## config.mk

```make
export PLATFORM = sky130hd
export DESIGN_NAME = counter_ctrl
export DESIGN_NICKNAME = d
export VERILOG_FILES = /design/src/rtl/counter_ctrl.sv
export SDC_FILE = /design/constraint.sdc
export NUM_CORES = 1
export LEC_CHECK = 0
export ABC_AREA = 1
export CORE_UTILIZATION = 46
export CTS_CLUSTER_SIZE = 20
export DETAILED_ROUTE_END_ITERATION = 8
export PLACE_DENSITY = 0.82
export SLEW_MARGIN = 40
export SYNTH_ARGS = -nofsm -noshare
export SYNTH_HDL_FRONTEND = slang
export SYNTH_SLANG_ARGS = --single-unit
```

## constraint.sdc

```tcl
create_clock -name clk -period 2.5 [get_ports clk]
set_input_delay 0.5 -clock clk [delete_from_list [all_inputs] [get_ports clk]]
set_output_delay 0.5 -clock clk [all_outputs]
set_load 0.01 [all_outputs]
```

## src/rtl/counter_ctrl.sv

```systemverilog
// counter_ctrl: sequences an external counter through clear, run and
// completion. It counts terminal-count pulses against a latched run target
// and supports a stop-abort that captures the live count value.
module counter_ctrl #(
  parameter int unsigned CNT_W = 16,
  parameter int unsigned RUN_W = 8
) (
  input  logic             clk,
  input  logic             reset,
  input  logic             start,
  input  logic             stop,
  input  logic [RUN_W-1:0] runs_req,
  input  logic [CNT_W-1:0] count_in,
  input  logic             tc_in,
  output logic             cnt_ena,
  output logic             cnt_clr,
  output logic             busy,
  output logic             done,
  output logic             aborted,
  output logic [RUN_W-1:0] runs_done,
  output logic [CNT_W-1:0] last_count
);

  localparam int unsigned RUN_XW = RUN_W + 1;
  localparam logic [RUN_W-1:0] RUN_MAX = '1;

  typedef enum logic [1:0] {
    IDLE  = 2'd0,
    CLEAR = 2'd1,
    RUN   = 2'd2,
    DONE  = 2'd3
  } state_t;

  state_t            state;
  state_t            state_next;
  logic [RUN_W-1:0]  target;
  logic              accept;
  logic              abort;
  logic              tc_count;
  logic              finish;
  logic [RUN_W-1:0]  runs_inc;
  logic [RUN_XW-1:0] runs_plus;

  // Event decodes shared by the state machine and the datapath registers.
  always_comb begin
    accept    = 1'b0;
    abort     = 1'b0;
    tc_count  = 1'b0;
    finish    = 1'b0;
    runs_plus = RUN_XW'(runs_done) + RUN_XW'(1);
    runs_inc  = (runs_done == RUN_MAX) ? runs_done : RUN_W'(runs_plus);
    case (state)
      IDLE:  accept = start && !stop;
      CLEAR: abort  = stop;
      RUN: begin
        abort    = stop;
        tc_count = tc_in && !stop;
        finish   = tc_count && (target != '0)
                   && (runs_plus == RUN_XW'(target));
      end
      default: ;
    endcase
  end

  // Next-state logic; stop outranks a same-cycle terminal count.
  always_comb begin
    state_next = state;
    case (state)
      IDLE: begin
        if (accept) state_next = CLEAR;
      end
      CLEAR: begin
        if (abort) state_next = IDLE;
        else       state_next = RUN;
      end
      RUN: begin
        if (abort)       state_next = IDLE;
        else if (finish) state_next = DONE;
      end
      DONE: state_next = IDLE;
      default: state_next = IDLE;
    endcase
  end

  // State register.
  always_ff @(posedge clk) begin
    if (reset) state <= IDLE;
    else       state <= state_next;
  end

  // Counter controls and busy registered from the next state, so they track
  // the state register exactly as Moore decodes.
  always_ff @(posedge clk) begin
    if (reset) begin
      cnt_ena <= 1'b0;
      cnt_clr <= 1'b0;
      busy    <= 1'b0;
      done    <= 1'b0;
      aborted <= 1'b0;
    end else begin
      cnt_ena <= (state_next == RUN);
      cnt_clr <= (state_next == CLEAR);
      busy    <= (state_next == CLEAR) || (state_next == RUN);
      done    <= (state_next == DONE);
      aborted <= abort;
    end
  end

  // Run target, latched only when a start is accepted.
  always_ff @(posedge clk) begin
    if (reset)       target <= '0;
    else if (accept) target <= runs_req;
  end

  // Terminal-count tally: cleared while in CLEAR, saturating in RUN.
  always_ff @(posedge clk) begin
    if (reset)                runs_done <= '0;
    else if (state == CLEAR)  runs_done <= '0;
    else if (tc_count)        runs_done <= runs_inc;
  end

  // Live count snapshot taken on a stop-abort from RUN.
  always_ff @(posedge clk) begin
    if (reset)                         last_count <= '0;
    else if (abort && (state == RUN))  last_count <= count_in;
  end

endmodule

```

After elaboration in Yosys (flattened, before gate mapping)
Cells that the tools add are included.
Widths: inputs -> output; s select.
{"block": "classes", "add_sub_neg": 1, "eq_ne": 8, "mux": 9, "bitwise_logic": 1, "n_reduce_logical": 12}
{"op": "$add 8x1->9 const B", "n": 1}
{"op": "$eq 9x8->1", "n": 1}
{"op": "$eq 2x2->1 const B", "n": 4}
{"op": "$eq 8x8->1 const B", "n": 1}
{"op": "$mux 2", "n": 4}
{"op": "$pmux 2 s4", "n": 1}
{"op": "$reduce_bool 8->1", "n": 1}
{"op": "$logic_and 1x1->1", "n": 5}
{"op": "$eq 2x1->1 const B", "n": 2}
{"op": "$mux 1", "n": 4}
{"op": "$reduce_or 2->1", "n": 2}
{"op": "$logic_not 2->1", "n": 1}
{"op": "$reduce_and 2->1", "n": 1}
{"op": "$logic_not 1->1", "n": 1}
{"op": "$logic_or 1x1->1", "n": 1}
{"op": "$not 1->1", "n": 1}
{"block": "word_totals", "register_bits": 39, "in_bits": 29, "out_inout_bits": 29, "wordCells": 40}

Logic depth before layout (Yosys ltp)
Gate-level depths: netlist (run 1).
{"block": "depth", "word_depth": 10, "mapped_depth": 18, "depth_no_buf": 18}

Worst setup path before layout (run 1)
No wires, ideal clock.
{"block": "synth_timing", "path_kind": "register -> register", "start": "reg runs_done[0]", "end": "reg busy", "setup_ns": 0.129, "arrival_ns": 1.798, "required_ns": 2.371, "path_slack_ns": 0.573, "path_stages_with_launch": 17, "path_buffers": 0, "synth_period_minus_slack_ns": 1.927, "path_cell_list": "dfxtp_1 -> ha_1 -> nand2_1 -> nor2_1 -> nand2_1 -> nand2_2 -> nand2_2 -> nand2_1 -> nand2_1 -> nor2_2 -> nand3_2 -> nand2_1 -> nand2_1 -> nand2_1 -> nand2_2 -> ha_1 -> nor2_1"}
{"block": "synth_between", "elab_chain_len": 9, "elab_cells_between_ends": 10, "classes_between": "add/sub: 1; eq/ne: 3; mux: 4; reduce/logical: 2"}
{"element": "start: declaration", "line": "20", "source": "output logic [RUN_W-1:0] runs_done,"}
{"element": "start signal: assignment", "line": "119", "source": "else if (tc_count) runs_done <= runs_inc;"}
{"element": "$add 8x1->9 (*)", "line": "50", "source": "runs_plus = RUN_XW'(runs_done) + RUN_XW'(1);"}
{"element": "$eq 9x8->1 (*)", "line": "59", "source": "&& (runs_plus == RUN_XW'(target));"}
{"element": "$logic_and 1x1->1 (*)", "line": "59"}
{"element": "$mux 1 (*)", "line": "52", "source": "case (state)"}
{"element": "$mux 2 (*)", "line": "78", "source": "else if (finish) state_next = DONE;"}
{"element": "$mux 2 (*)", "line": "77", "source": "if (abort) state_next = IDLE;"}
{"element": "$pmux 2 s4 (*)", "line": "68", "source": "case (state)"}
{"element": "$eq 2x1->1 / $eq 2x2->1 (equally long branches)", "line": "103", "source": "busy <= (state_next == CLEAR) || (state_next == RUN);"}
{"element": "$logic_or 1x1->1 (*)", "line": "103"}
{"element": "end signal: assignment", "line": "103"}
{"element": "end: declaration", "line": "17", "source": "output logic busy,"}
Every way passes the cells marked *; elsewhere a longest branch is shown, timed or not.
A chain may end at the register's enable or synchronous reset.

Final worst setup path (run 1)
{"block": "layout_timing", "start": "reg runs_done[1]", "end": "reg busy"}
{"block": "layout_between", "elab_chain_len": 9, "elab_cells_between_ends": 10, "classes_between": "add/sub: 1; eq/ne: 3; mux: 4; reduce/logical: 2"}
{"element": "$add 8x1->9 (*)", "line": "50"}
{"element": "$eq 9x8->1 (*)", "line": "59"}
{"element": "$logic_and 1x1->1 (*)", "line": "59"}
{"element": "$mux 1 (*)", "line": "52"}
{"element": "$mux 2 (*)", "line": "78"}
{"element": "$mux 2 (*)", "line": "77"}
{"element": "$pmux 2 s4 (*)", "line": "68"}
{"element": "net state_next[0]", "line": "35", "source": "state_t state_next;"}
{"element": "$eq 2x1->1 / $eq 2x2->1 (equally long branches)", "line": "103"}
{"element": "$logic_or 1x1->1 (*)", "line": "103"}
Mark *: on every way through the listed nets, which the timed path passes. The rest lies on a longest branch.

==> summary by stage, run 1 <==
Synthesis
After Yosys synthesis, full adders, half adders and majority gates account for 4.695% of the synthesized area. The commonest cells after synthesis are 54 x sky130_fd_sc_hd__nand2_1, 39 x sky130_fd_sc_hd__dfxtp_1, 31 x sky130_fd_sc_hd__nand3_1. Measured against the total synthesized area, the mux share comes to 0%. The most common flop cell mapped by yosys is sky130_fd_sc_hd__dfxtp_1. Counting every net in the synthesized netlist gives 298. The synthesized area divided by synthesized cell count is 7.120 sq um. The xor-xnor portion of the synthesized cell area is 0%. The number of cells produced by synthesis is 262. In the post-synthesis netlist, the biggest area contributors are sky130_fd_sc_hd__dfxtp_1 42%, sky130_fd_sc_hd__nand2_1 11%, sky130_fd_sc_hd__nand3_1 8.3%. The post-synthesis register bit count is 39. The number of warnings issued by yosys is 0. In this run, distinct cell masters in the synthesized netlist total 21. In the synthesized netlist the async set-or-reset flop fraction comes to 0%. After synthesis, the largest area contributor takes up 41.85% of total cell area. The total standard cell area after synthesis is 1866 sq um.

The number of enable-type register cells in the synthesized netlist is 0. The simple-gate share of the synthesized area is 31.25%. Sequential elements use 41.85% of the synthesized area. Summing the areas of all compound-gate instances in the mapped netlist gives 13.68% of the synthesized area. The largest total area in the synthesized netlist belongs to sky130_fd_sc_hd__dfxtp_1.

Among all cell types in the netlist, the one instantiated most often is sky130_fd_sc_hd__nand2_1. After synthesis, the largest family of logic cells by area is simple AND/OR/NAND/NOR gates.

Clock tree
The CTS buffer count is 5. The latest clock arrival within the worst-skew pair is 0.29 ns. The tree is rooted in a sky130_fd_sc_hd__clkbuf_8. The post-CTS resize count is 0. The H-tree was split into 2 levels. The longest clock path from root to sink contains 2 buffers. After clock tree synthesis, the flow added hold-fix buffers numbering 0. After clock tree synthesis, the clock-pin slew on the worst setup and hold paths is 0.07 ns. The number of sinks driven by the clock tree is 39.

TritonCTS built the clock tree. Buffers added to address setup during post-CTS repair amount to 0.

Die
The die height is 65.68 microns. The core region is 3771 sq um. The width of the die is 65.68 microns. After floorplanning, the core was divided into 22 placement rows. The initial cell density of the core is 49.47%. The die covers 4314 sq um. The number of primary I/O pins is 58.

Worst setup path
The critical path arrival is 2.28 ns. At the worst endpoint, the required time is 2.73 ns. STA classifies the critical path startpoint as a register. Across all register-to-register paths, the minimum setup slack is 0.45 ns.

Walking the worst path, the cells encountered are ha_1 -> nand2_1 -> nor2_1 -> nand2_1 -> nand2_2 -> nand2_2 -> nand2_1 -> nand2_1 -> nor2_2 -> nand3_2 -> nand2_1 -> nand2_1 -> nand2_1 -> nand2_2 -> inv_1 -> ha_1 -> nor2_1. The worst flop-to-flop path startpoint is runs_done[1]. The maximum net fanout on the critical path is 5. By instance count, the cell type seen most on the critical path is sky130_fd_sc_hd__nand2_1. The delay of the slowest cell on the worst path is 0.42 ns. Tracing the worst setup path back leads to its startpoint at runs_done[1].

The kind of end point of the critical path is a register. For this design, the slowest cell found on the critical path is sky130_fd_sc_hd__dfxtp_1. The critical path class is reg -> reg.

Finish
Fill cells in the final layout number 334. The sequential cell area in the final layout is 780.7 sq um. The area of all placed cells without fillers is 2572 sq um. After the flow finishes, the layout carries non-filler instances totaling 371. The final standard cell utilization of the core is 68.22%. Summing all multi-input logic gate instances after layout gives 925.9 sq um. From synthesis to final layout, the design area changed by 37.89%. 0 antenna diodes ended up in the layout. The post-route netlist has 8.978% of its cells at a drive strength greater than 1. The final layout contains 358 nets.

Drt
The number of DRC markers in iteration 0 is 71. The total wire length is 4341 microns. The detailed-router iteration count before antenna repair is 4. The final route contains 1830 vias. The count of nets left with antenna violations once routing finished came out at 0. After detailed routing, the number of remaining DRC violations is 0. Dividing the detail-routed wire length by the instance count gives 11.70 microns.

The via-per-instance ratio is 4.933.

Pwr
Dividing total power by cell area gives a power density of 725.5 nW/um^2. Power comes to 1.866 mW. The leakage power is 1.008 nW. The worst supply voltage drop on vdd is 0.0005026 V.

Timing
The worst path uses 82.09% of the clock period. For the final database, setup skew stands at 0.005609 ns. The number of slew-limit violations in the final report is 0. After routing, the total negative slack on setup checks comes to 0 ns.

Setup repair after global routing left no endpoint under its margin. Setup violations remaining at the end of the flow were counted as 0. Measured against its own limit, the worst slew margin works out to 63.71%.

Based on the critical path, the design can be clocked at up to 487.3 MHz. The number of hold violations in the final report is 0. The clock period minus final worst setup slack is 2.052 ns. For the pin with the worst max-slew slack, the measured transition is 0.5431 ns. Hold is met by 0.4620 ns.

Setup slack closes at 0.4478 ns.

Placement
The HPWL after detailed placement is 3353 microns. Port buffering added 57 buffers. At the placement stage, the worst setup path has a slack of 0.1821 ns. Counting tap cells, the placed design contains a total of 363 instances. The area of placed instances is 2491 sq um. The final weighted congestion in routability-driven placement is 0.8699.

Global route
The total overflow left after global routing is 0. The number of antenna violations at the first check in global routing is 0. The largest net degree at the start of global routing is 25.

The global-route wire length before repair is 7017 microns. The overall track demand over capacity in global routing is 21.71%. The via count of the first global-routing pass is 1562.

Worst hold path
The kind of path behind the tightest hold check is reg -> reg. The startpoint identified for the worst hold timing path is last_count[6].

Status
The flow ran to the end, and the final reports show no timing, DRC or antenna violations.

Job
Across the run, the number of max-cap violations was 0.
==> kinds of logic (layout without fill, tap and decap cells) <==
family          count (synthesis)  in the layout
simple gates                  127            127
fa+ha+maj                       7              7
buf+inv                        40            101
compound gates                 49             49
flops                          39             39
==> critical path, delay by kind of cell, from the launching register on <==
kind          cells  cell delay (ns)
simple gates     14             1.01
flops             1             0.42
fa+ha+maj         2             0.48
buf+inv           1             0.09
==> registers in the layout, summed over array words and instances, names as in the netlist <==
signal / flops
aborted: 1
busy: 1
cnt_clr: 1
cnt_ena: 1
done: 1
last_count: 16
runs_done: 8
state: 2
target: 8
==> power by group <==
part | switching [mW] | internal [mW] | total (mW)
clock network | 0.206 | 0.196 | 0.402
logic | 0.403 | 0.301 | 0.704
registers | 0.0517 | 0.709 | 0.760
total | 0.661 | 1.21 | 1.87
==> layout by cell type (no fill, tap or decap), drive strengths merged, types with 7 or more instances in the layout <==
master / count
a21oi: 28
clkdlybuf4s50: 57
nand2: 61
dfxtp: 39
nand3: 34
clkbuf: 7
inv: 30
ha: 7
o21ai: 16
nor2: 30
==> path summary, 6_finish.rpt <==
| path | endpoint | cells past startpoint |
|---|---|---|
| min | last_count[6] | 2 |
| min reg2reg | last_count[6] | 2 |
| max reg2reg | busy | 17 |
| max | busy | 17 |
==> per-layer routing <==
metal  up-vias  global-route usage [%]  routed length, microns
li1        969                       -                       -
met1       820                   28.54                    2067
met2        39                   33.67                    2096
met3         2                   6.771                     149
met4         0                   6.522                      27
met5         -                       0                       0
==> area by class of cell <==
cell class | instances | area share (%)
clock buffer | 7 | 2.967
multi-input combinational | 183 | 35.99
tap | 48 | 2.335
clock inverter | 1 | 0.1946
sequential | 39 | 30.35
timing repair buffer | 62 | 23.64
inverter | 31 | 4.523
Power figures use the tool's default switching activity.
==> inputs of run 2 (changes only) <==
--- a/config.mk
+++ b/config.mk
@@ -6,10 +6,10 @@
 export NUM_CORES = 1
 export LEC_CHECK = 0
 export ABC_AREA = 1
-export CORE_UTILIZATION = 46
+export CORE_UTILIZATION = 42
 export CTS_CLUSTER_SIZE = 20
 export DETAILED_ROUTE_END_ITERATION = 8
-export PLACE_DENSITY = 0.82
+export PLACE_DENSITY = 0.79
 export SLEW_MARGIN = 40
 export SYNTH_ARGS = -nofsm -noshare
 export SYNTH_HDL_FRONTEND = slang
==> constraint.sdc (replaced) <==
create_clock -name clk -period 1.74 [get_ports clk]
set_input_delay 0.348 -clock clk [delete_from_list [all_inputs] [get_ports clk]]
set_output_delay 0.348 -clock clk [all_outputs]
set_load 0.01 [all_outputs]
==> run 2 against run 1 <==
Largest cell class unchanged. Die area up 9.2%. The flow now finishes with violations (setup timing). First-iteration DRC count increased by 55%. Global-route usage about the same. Critical path type unchanged.
==> summary by stage, run 2 (synthesis gave the netlist of run 1 again) <==
Status
The run finished, with violations left. The checks that failed: setup timing.

Worst setup path
The delay of the slowest cell on the worst path is 0.38 ns (-0.04 ns). The flop-to-flop setup slack came to -0.22 ns (-0.67 ns). The sort of element at the start of the critical path is a register.

The maximum net fanout on the critical path is 3 (-2). Traced cell by cell, the critical path runs through buf_4 -> buf_4 -> nand3_4 -> nor2_4 -> nand2_2 -> nand3_1 -> nand2_1 -> nor2_2 -> nand3_2 -> nand2_1 -> nand2_1 -> nand2_2 -> nand2_4 -> ha_4 -> nor2_2. The origin of the worst setup path is runs_done[0]. The most frequent cell on the critical path is sky130_fd_sc_hd__nand2_1. The largest individual stage delay along the critical path comes from the cell sky130_fd_sc_hd__dfxtp_4. STA classifies the critical path endpoint as a register.

The worst path required time is 1.94 ns (-0.79 ns). The critical path is of the reg -> reg type. The worst reg-to-reg path cell count is 15 (-2). The critical path arrival came to 2.16 ns (-0.12 ns). The endpoint of the worst register-to-register path is busy. The worst flop-to-flop path startpoint is runs_done[0].

Timing
The sum of negative setup slack is -1.035 ns (-1.035 ns). The number of hold violations in the final report came to 0 (unchanged). The post-route clock skew is 0.007266 ns (+0.001657 ns). The post-layout worst setup margin was -0.2235 ns (-0.6713 ns). The share of the clock period used by the worst path after layout is 112.8% (+31 points). The slew at the pin with the worst max-slew slack is 0.3634 ns (-0.1796 ns).

Setup repair after global routing could not meet its margin everywhere. The final setup violation count is 6 (+6). The number of slew-limit violations in the final report is 0 (unchanged). The worst relative slew slack is 75.68% (+12 points). The highest achievable clock rate is 509.3 MHz (+4.5%). The tightest hold margin is 0.4610 ns (-0.0009770 ns). The clock period minus final worst setup slack is 1.963 ns (-0.08870 ns).

Finish
The final-stage net count is 386 (+7.8%). The layout overhead on the synthesized area is 59.69%. The largest registers in the layout are last_count x16, runs_done x8, target x8. The share of cells above drive strength 1 is 25.36% (+16 points). The number of antenna repair diodes was 0 (unchanged). Counting flops per register, the top entry is last_count. The number of flip-flops in the largest register is 16 (unchanged). The top cell types in the final layout, fill and taps aside, are 56 x sky130_fd_sc_hd__clkdlybuf4s50_1, 47 x sky130_fd_sc_hd__nand2_1, 34 x sky130_fd_sc_hd__dfxtp_1. The most common cell after layout, fill and taps aside is sky130_fd_sc_hd__clkdlybuf4s50_1.

Placement
The HPWL after detailed placement is 3633 microns (+8.4%). The count of input and output buffers is 57 (unchanged). The final weighted congestion in routability-driven placement came to 0.8865 (+1.9%).

Drt
The via-per-instance ratio was 4.955 (+0.46%). The per-cell routed wire length came to 12.62 microns (+7.8%). The detailed-router iteration count before antenna repair is 4 (unchanged). The number of DRC markers in iteration 0 is 110 (+55%). The remaining routing DRC violations was 0 (unchanged). The number of nets with antenna violations after routing is 0 (unchanged).

The total wire length is 5059 microns (+17%). The number of vias after detailed routing is 1987 (+8.6%).

Global route
The met3 capacity usage during global routing is 5.921% (-0.85 points). The number of antenna violations at the first check in global routing is 0 (unchanged). The met1 global-route usage was 25.56% (-3.0 points).

The global-route wire length before repair is 7376 microns (+5.1%). The overall track demand over capacity in global routing was 21.68% (-0.024 points). The residual overflow from global routing came to 0 (unchanged).

The largest net degree at the start of global routing is 19 (-24%). The global-route track usage on met2 is 35.54% (+1.9 points). After global routing, the most crowded layer is met2. The via count of the first global-routing pass is 1688 (+8.1%).

Clock tree
The CTS buffer count is 5 (unchanged). The deepest clock path buffer count is 2 (unchanged). The TritonCTS clock tree is done. The cell sitting at the root of the clock tree is a sky130_fd_sc_hd__clkbuf_8. The register clock-pin slew on the reported worst setup and hold paths is 0.08 ns (about the same). The H-tree level count is 2 (unchanged).

The number of sinks driven by the clock tree was 39 (unchanged). The hold-fix buffer count after cts is 0 (unchanged). The latest clock arrival within the worst-skew pair is 0.30 ns (about the same).

Worst hold path
The worst hold path begins at last_count[8]. The number of cells traversed by the worst hold path is 2 (unchanged). The kind of path behind the tightest hold check is reg -> reg. For hold timing, the worst endpoint is last_count[8].

Die
The width of the die came to 68.65 microns (+4.5%). The die height is 68.65 microns (+4.5%). The initial cell density of the core is 45.02% (-4.5 points).

The standard cell core area is 4144 sq um (+9.9%). The row count came to 23 (+4.5%). The number of primary I/O pins is 58 (unchanged). The die area was 4712 sq um (+9.2%).

Pwr
The worst supply voltage drop on vdd is 0.001034 V (+110%). The power density normalized to cell area is 1133 nW/um^2 (+56%). The leakage power is 1.190 nW (+18%).

Job
The count of maximum capacitance violations is 0 (unchanged).
-- run 2: routing by layer --
metal | share of wire, % | wire length (microns)
met1 | 43 | 2177
met3 | 4.4 | 223
met5 | 0 | 0
met4 | 2.0 | 103
met2 | 50 | 2554
-- run 2: layout make-up --
cell class                      instances  area [sq um]
Sequential cell                        39         792.0
Clock inverter                          2         35.03
Clock buffer                            6         82.58
Multi-Input combinational cell        183          1040
Fill cell                             332          1165
Inverter                               31         123.9
Timing Repair Buffer                   90         843.3
Tap cell                               50         62.56
-- run 2: critical path: cells and delay by family, from the launching register on --
kind / cells / cell delay [ns]
adders and majority gates: 1 / 0.27
buffers and inverters: 2 / 0.22
DFF: 1 / 0.38
and+or+nand+nor: 12 / 1.01
-- run 2: how the worst max path moves through the flow --
| stage | endpoint | slack, ns | cells past startpoint |
|---|---|---|---|
| 2_1_floorplan | busy | -0.07 | 14 |
| 3_3_place_gp | busy | -0.39 | 14 |
| 3_5_place_dp | busy | -0.42 | 14 |
| 4_1_cts | busy | -0.19 | 17 |
| 5_1_grt | busy | -0.35 | 15 |
| 6_report | busy | -0.22 | 15 |
-- run 2: per-stage QoR --
stage | setup slack (ns) | cells | total power, mW | util (%) | area [sq um]
global route | -0.3546 | 401 | 3.587 | 71.89 | 2979
CTS | -0.1940 | 400 | 3.158 | 69.41 | 2877
detailed placement | -0.4193 | 387 | 2.301 | 65.67 | 2721
floorplan | -0.06737 | 262 | 1.830 | - | 1922
global placement | -0.3884 | 387 | 2.265 | 65.67 | 2721
finish | -0.2235 | 401 | 3.374 | 71.89 | 2979
-- run 2: power by group --
part           internal [mW]  leakage (nW)  total (mW)  switching, mW
Clock                  0.464        0.0612       0.789          0.325
Combinational          0.708         0.809        1.49          0.778
Sequential              1.02         0.320        1.10         0.0773
Total                   2.19          1.19        3.37           1.18
-- run 2: repair_timing --
action,4_1_cts,5_1_grt
resized for setup,3,28
pin swaps,9,19
endpoints found under the setup margin,4,10
setup buffers,5,1
endpoints found under the hold margin,0,0
